**src/rtl/nyuzi_axi_rd_upsizer.sv**
```systemverilog
// nyuzi_axi_rd_upsizer
//   Read-channel width adapter between the wide Nyuzi core AXI master and a
//   narrower memory port. Each core read burst is issued to memory as a burst
//   RATIO times longer. Every RATIO narrow beats are packed into one wide core
//   beat, with narrow beat k placed at bits [k*MEM_DATA_WIDTH +: MEM_DATA_WIDTH].
//   Only one request is in flight at a time. Neither side carries rlast, so the
//   beat counters alone mark where a burst ends.
//
//   Ports
//     clk, reset                  single clock, synchronous active-high reset
//     core_ar* (addr/len/valid)   core read request in, core_arready out
//     core_r*  (data/valid)       packed wide beat out, core_rready in
//     mem_ar*  (addr/len/valid)   memory read request out, mem_arready in
//     mem_r*   (data/valid)       narrow beat in, mem_rready out
//
//   Build option
//     NYUZI_RD_UPSIZER_PIPELINE_EN : when defined, a separate assembly register
//     sits behind the output register. Narrow beats keep flowing while a wide
//     beat waits for core_rready. When undefined, one register does both jobs
//     and the memory side is held off while a wide beat is pending.
//
//   state | meaning
//   ------+-------------------------------------------------------------
//   IDLE  | waiting for a core request; core_arready high
//   ADDR  | memory request presented; held stable until mem_arready
//   DATA  | collecting narrow beats, presenting wide beats to the core

module nyuzi_axi_rd_upsizer #(
  parameter int ADDR_WIDTH      = 32,
  parameter int CORE_DATA_WIDTH = 512,
  parameter int MEM_DATA_WIDTH  = 64
) (
  input  logic                       clk,
  input  logic                       reset,
  input  logic [ADDR_WIDTH-1:0]      core_araddr,
  input  logic [7:0]                 core_arlen,
  input  logic                       core_arvalid,
  output logic                       core_arready,
  output logic [CORE_DATA_WIDTH-1:0] core_rdata,
  output logic                       core_rvalid,
  input  logic                       core_rready,
  output logic [ADDR_WIDTH-1:0]      mem_araddr,
  output logic [7:0]                 mem_arlen,
  output logic                       mem_arvalid,
  input  logic                       mem_arready,
  input  logic [MEM_DATA_WIDTH-1:0]  mem_rdata,
  input  logic                       mem_rvalid,
  output logic                       mem_rready
);

  localparam int RATIO = CORE_DATA_WIDTH / MEM_DATA_WIDTH;
  localparam int NB_W  = (RATIO > 1) ? $clog2(RATIO) : 1;
  localparam int OFF_W = $clog2(CORE_DATA_WIDTH / 8);
  localparam logic [NB_W-1:0] LAST_NB = NB_W'(RATIO - 1);
  localparam logic [ADDR_WIDTH-1:0] ADDR_MASK =
    {{(ADDR_WIDTH - OFF_W){1'b1}}, {OFF_W{1'b0}}};

  generate
    if ((RATIO < 1) || ((RATIO & (RATIO - 1)) != 0) ||
        (RATIO * MEM_DATA_WIDTH != CORE_DATA_WIDTH)) begin : g_bad_ratio
      $error("nyuzi_axi_rd_upsizer: CORE_DATA_WIDTH/MEM_DATA_WIDTH must be a power of two >= 1");
    end
  endgenerate

  typedef enum logic [1:0] {
    IDLE = 2'd0,
    ADDR = 2'd1,
    DATA = 2'd2
  } state_t;

  state_t                     state_q, state_d;
  logic [7:0]                 arlen_q, arlen_d;
  logic [7:0]                 cbeat_q, cbeat_d;
  logic [NB_W-1:0]            nbeat_q, nbeat_d;
  logic [ADDR_WIDTH-1:0]      mem_araddr_q, mem_araddr_d;
  logic [7:0]                 mem_arlen_q, mem_arlen_d;
  logic [CORE_DATA_WIDTH-1:0] rdata_q, rdata_d;
  logic                       rvalid_q, rvalid_d;
`ifdef NYUZI_RD_UPSIZER_PIPELINE_EN
  logic [CORE_DATA_WIDTH-1:0] asm_q, asm_d;
`endif

  logic [31:0]                mem_beats;
  logic [CORE_DATA_WIDTH-1:0] merged;
  logic                       mem_hs;
  logic                       core_hs;

  // Narrow beat count for the incoming request. Kept at 32 bits so an
  // oversize burst is visible to the check below; the issued length is the
  // low 8 bits only.
  assign mem_beats = (32'(core_arlen) + 32'd1) * 32'(RATIO);

  assign core_arready = (state_q == IDLE);
  assign mem_arvalid  = (state_q == ADDR);
  assign mem_araddr   = mem_araddr_q;
  assign mem_arlen    = mem_arlen_q;
  assign core_rdata   = rdata_q;
  assign core_rvalid  = rvalid_q;

`ifdef NYUZI_RD_UPSIZER_PIPELINE_EN
  // Hold off memory only when the beat about to arrive would complete a wide
  // word while the output register is still occupied and not draining.
  assign mem_rready = (state_q == DATA) &&
                      !(rvalid_q && !core_rready && (nbeat_q == LAST_NB));
`else
  assign mem_rready = (state_q == DATA) && !rvalid_q;
`endif

  assign mem_hs  = mem_rvalid && mem_rready;
  assign core_hs = rvalid_q && core_rready;

  always_comb begin
    state_d      = state_q;
    arlen_d      = arlen_q;
    cbeat_d      = cbeat_q;
    nbeat_d      = nbeat_q;
    mem_araddr_d = mem_araddr_q;
    mem_arlen_d  = mem_arlen_q;
    rdata_d      = rdata_q;
    rvalid_d     = rvalid_q;
`ifdef NYUZI_RD_UPSIZER_PIPELINE_EN
    asm_d        = asm_q;
    merged       = asm_q;
`else
    merged       = rdata_q;
`endif

    // Partial word with the current narrow beat dropped into its lane.
    for (int k = 0; k < RATIO; k++) begin
      if (NB_W'(k) == nbeat_q) begin
        merged[k*MEM_DATA_WIDTH +: MEM_DATA_WIDTH] = mem_rdata;
      end
    end

    case (state_q)
      IDLE: begin
        if (core_arvalid) begin
          arlen_d      = core_arlen;
          mem_araddr_d = core_araddr & ADDR_MASK;
          mem_arlen_d  = 8'(mem_beats - 32'd1);
          state_d      = ADDR;
        end
      end

      ADDR: begin
        if (mem_arready) begin
          cbeat_d  = '0;
          nbeat_d  = '0;
          rvalid_d = 1'b0;
          state_d  = DATA;
        end
      end

      DATA: begin
        if (core_hs) begin
          rvalid_d = 1'b0;
          if (cbeat_q == arlen_q) begin
            cbeat_d = '0;
            state_d = IDLE;
          end else begin
            cbeat_d = cbeat_q + 8'd1;
          end
        end
        // A completed word reloads the output register; this takes priority
        // over the drain above, which only happens in the pipelined build.
        if (mem_hs) begin
          if (nbeat_q == LAST_NB) begin
            rdata_d  = merged;
            rvalid_d = 1'b1;
            nbeat_d  = '0;
          end else begin
`ifdef NYUZI_RD_UPSIZER_PIPELINE_EN
            asm_d    = merged;
`else
            rdata_d  = merged;
`endif
            nbeat_d  = nbeat_q + NB_W'(1);
          end
        end
      end

      default: state_d = IDLE;
    endcase
  end

  always_ff @(posedge clk) begin
    if (reset) begin
      state_q      <= IDLE;
      arlen_q      <= '0;
      cbeat_q      <= '0;
      nbeat_q      <= '0;
      mem_araddr_q <= '0;
      mem_arlen_q  <= '0;
      rdata_q      <= '0;
      rvalid_q     <= 1'b0;
`ifdef NYUZI_RD_UPSIZER_PIPELINE_EN
      asm_q        <= '0;
`endif
    end else begin
      state_q      <= state_d;
      arlen_q      <= arlen_d;
      cbeat_q      <= cbeat_d;
      nbeat_q      <= nbeat_d;
      mem_araddr_q <= mem_araddr_d;
      mem_arlen_q  <= mem_arlen_d;
      rdata_q      <= rdata_d;
      rvalid_q     <= rvalid_d;
`ifdef NYUZI_RD_UPSIZER_PIPELINE_EN
      asm_q        <= asm_d;
`endif
    end
  end

  // A narrow burst longer than 256 beats cannot be expressed in mem_arlen.
  always_ff @(posedge clk) begin
    if (!reset && (state_q == IDLE) && core_arvalid) begin
      assert (mem_beats <= 32'd256)
        else $error("nyuzi_axi_rd_upsizer: burst of %0d narrow beats exceeds 256", mem_beats);
    end
  end

endmodule
```
**config.mk**
```make
export PLATFORM = sky130hd
export DESIGN_NAME = nyuzi_axi_rd_upsizer
export DESIGN_NICKNAME = d
export VERILOG_FILES = /design/src/rtl/nyuzi_axi_rd_upsizer.sv
export SDC_FILE = /design/constraint.sdc
export NUM_CORES = 1
export LEC_CHECK = 0
export ABC_CLOCK_PERIOD_IN_PS = 4050
export BUFFER_PORTS_ARGS = -buffer_cell sky130_fd_sc_hd__clkbuf_2
export CAP_MARGIN = 20
export CORE_AREA = 2 2 256 258
export DETAILED_ROUTE_END_ITERATION = 10
export DIE_AREA = 0 0 258 260
export PLACE_DENSITY_LB_ADDON = 0.25
export SLEW_MARGIN = 10
export SYNTH_ARGS = -nofsm -noshare
export SYNTH_HDL_FRONTEND = slang
export SYNTH_SLANG_ARGS = --single-unit
export TNS_END_PERCENT = 20
```
**constraint.sdc**
```tcl
create_clock -name clk -period 4.05 [get_ports clk]
set_clock_uncertainty 0.15 [all_clocks]
set_input_delay 0.405 -clock clk [delete_from_list [all_inputs] [get_ports clk]]
set_output_delay 0.405 -clock clk [all_outputs]
set_load 0.01 [all_outputs]
```
==> impl_results.md <==
- Status: complete, no violations
- Core ar.: approximately 0.064 sq mm
- Vias in the first global route: 18080
- Synth cell types: 40
- Number of remaining DRC errors: 0
- Initial DRC count: between 1000 and 1500
- Post-DP HPWL: 48.97 mm
- Seq/Total Area, Yosys: 0.5543
- Port bufs: 653
- Static leakage: 0.01037 uW
- Row Count: 93
- Total Routing Usage GR: 0.2216
- Avg Synthesized Cell Area: 7.885 sq um
- Reg2Reg Setup Slack: 1.27 ns
- Reg2Reg Depth: 5
- Initial Util: 0.3183
- Critical path type: reg -> reg
- Slew HR: 0.2442
- Wire per inst: 19.35 microns
- Total wire length: approximately 78 mm
- Worst endpoint required time: 4.35 ns
- Post-route cell area: 0.02616 sq mm
- Max H-tree Level: 2
- Share of the clock period used by the worst path: 0.6860
- Clock buffer depth: 3
- Initial antenna violation count: 1
- Setup tns final: 0 ns
- RD Place Congestion: 0.8069
- Fmax: 359.9 MHz
- HP Class: in -> reg
- Critical Path End: core_rdata[6]$_SDFFE_PP0P_
- Most frequent cells in the layout: nand2_1 (1107), clkbuf_2 (652), dfxtp_1 (565)
- Clock tree sinks: 565
- CP max FO: between 60 and 70
- Worst-path clk slew: 0.06 ns
- CP endpoint kind: register
- Die area: 0.06708 sq mm
- Synthesis-to-layout area growth: 28.22%
- Fin crit period: approximately 2.8 ns
- Placed Area: 0.02362 sq mm
- Power per Cell Area: 447.7 mW/mm^2
- Layout Nets: 3253
- Clock root buffer: clkbuf_16
- Die W: 258 microns
- IO Count: approximately 670
- Slew Limit Fails: 0
- Vias per inst: roughly 4.8
- Count of final setup violators: 0
- CP startpoint: state_q[1]$_SDFFE_PP0P_
- First-pass GRT wire length: around 110 mm
- RSZ-0062 raised after global routing: false
- Drt pass-1 iters: 5
- WP data arrival: ~3.1 ns
- Total CTS buffers: 60
- Clk_lat worst skew: around 0.61 ns
- Vias: between 15000 and 20000
- Yosys warns: 0
- R2R Path Start: state_q[1]$_SDFFE_PP0P_
- Worst Tran Pin Value: 1.134 ns
- Synthesized cell area: 0.02041 sq mm
- Number of max-cap violations: 0
- Final ANT Viol Nets: 0
- Post-synth top flop: dfxtp_1
- Share of cells above drive strength 1: 0.2435
- TritonCTS clock tree: built
- FF+latch count, synth: 565
- Overflow after GRT: 0
- Worst reg2reg path endpoint: core_rdata[6]$_SDFFE_PP0P_
- Commonest non-fill, non-tap cell in the layout: nand2_1
- Worst hold stages: 3
- Fraction of registers with async set/reset: 0
- Die Y: 260 microns
- Largest net degree at the start of global routing: 141
- CP startpoint kind: register
- Max VDD drop: roughly 0.40 mV
- Post-synth EDFFs: 0
- Gate Count Post-Synth: 2588
- Endpoints failing hold: 0
- Min Hold Slack: just over 0.008 ns
[state kept, by name (all words and copies together), names as in the netlist]
name,count
core_rdata,512
mem_araddr,26
arlen_q,8
cbeat_q,8
mem_arlen,5
nbeat_q,3
state_q,2
core_rvalid,1
[critical path, cell delays in order (launching register included)]
cell,delay (ns)
dfxtp_1,0.41
and4bb_2,0.60
and2_0,0.45
nand2_4,0.62
nand2_1,0.24
a21oi_1,0.08
[worst min path at each step]
stage                                            start                      endpoint  slack (ns)
after CTS                                mem_rdata[42]   core_rdata[42]$_SDFFE_PP0P_      0.0004
final                                    mem_rdata[34]  core_rdata[482]$_SDFFE_PP0P_       0.008
after detailed placement  core_rdata[291]$_SDFFE_PP0P_  core_rdata[291]$_SDFFE_PP0P_        0.30
after global placement     core_rdata[53]$_SDFFE_PP0P_   core_rdata[53]$_SDFFE_PP0P_        0.29
after floorplan                arlen_q[3]$_SDFFE_PP0P_       arlen_q[3]$_SDFFE_PP0P_        0.30
after global routing                     mem_rdata[30]  core_rdata[414]$_SDFFE_PP0P_        0.02
[kinds of logic (layout without fill, tap and decap cells)]
| logic type | count (synthesis) | after routing | share of synthesized area |
|---|---|---|---|
| and+or+nand+nor | 1169 | 1169 | 0.2217 |
| AOI/OAI and AO/OA | 574 | 574 | 0.1424 |
| DFF | 565 | 565 | 0.5543 |
| buffers and inverters | 260 | 850 | 0.07174 |
| xor gates and xnor gates | 11 | 11 | 0.004722 |
| adders and majority gates | 8 | 8 | 0.004905 |
| other | 1 | 7 | 0.0001838 |
[power by group]
part,internal [uW],switching [uW]
Clock,3130,2290
Combinational,192,438
Sequential,5620,36.0
Total,8940,2770
[metal layers]
metal  routed length, microns  vias up  GRT usage
met4                     2663        0    0.08269
li1                         -     9348          -
met5                        0        -          0
met2                    37190      699     0.3697
met3                     5705      142    0.05565
met1                    32600     8999     0.2760
[repair_timing]
item / 4_1_cts / 5_1_grt
setup buffers: 0 / 0
resized for setup: 0 / 0
hold buffers: 62 / 0
hold endpoints to repair: 190 / 0
[cell usage after synthesis (4+ instances only)]
cell / instances / area, sq um
inv_1: 7 / 26.28
clkbuf_1: 70 / 262.8
nor3_1: 4 / 20.02
ha_1: 8 / 100.1
buf_4: 26 / 195.2
buf_2: 125 / 625.6
dfxtp_1: 565 / 11310
nor2_1: 14 / 52.55
nand2_2: 4 / 25.02
xor2_1: 9 / 78.83
nand2_1: 1108 / 4159
a21oi_1: 559 / 2798
buf_6: 31 / 349.1
nand4_1: 5 / 31.28
o22ai_1: 4 / 25.02
and3_1: 8 / 50.05
[final cells by class]
cell class	count	area, sq um
well taps	855	1070
clock inverters	13	167.7
repair buffers	733	4109
fillers	6686	37950
diodes	1	2.502
multi-input cells	1768	7727
flip-flops and latches	565	11310
inverters	7	26.28
clock buffers	97	1750
[metrics by stage]
stage | total power (uW) | setup slack [ns] | cells | util
2_1_floorplan | 6126 | 2.065 | 2593 | -
3_3_place_gp | 6358 | 1.223 | 3866 | 0.3684
3_5_place_dp | 6357 | 1.194 | 3866 | 0.3684
4_1_cts | 11820 | 1.266 | 4038 | 0.4080
5_1_grt | 12100 | 1.035 | 4038 | 0.4080
6_report | 11710 | 1.272 | 4039 | 0.4081
(Power assumes the default switching activity.)
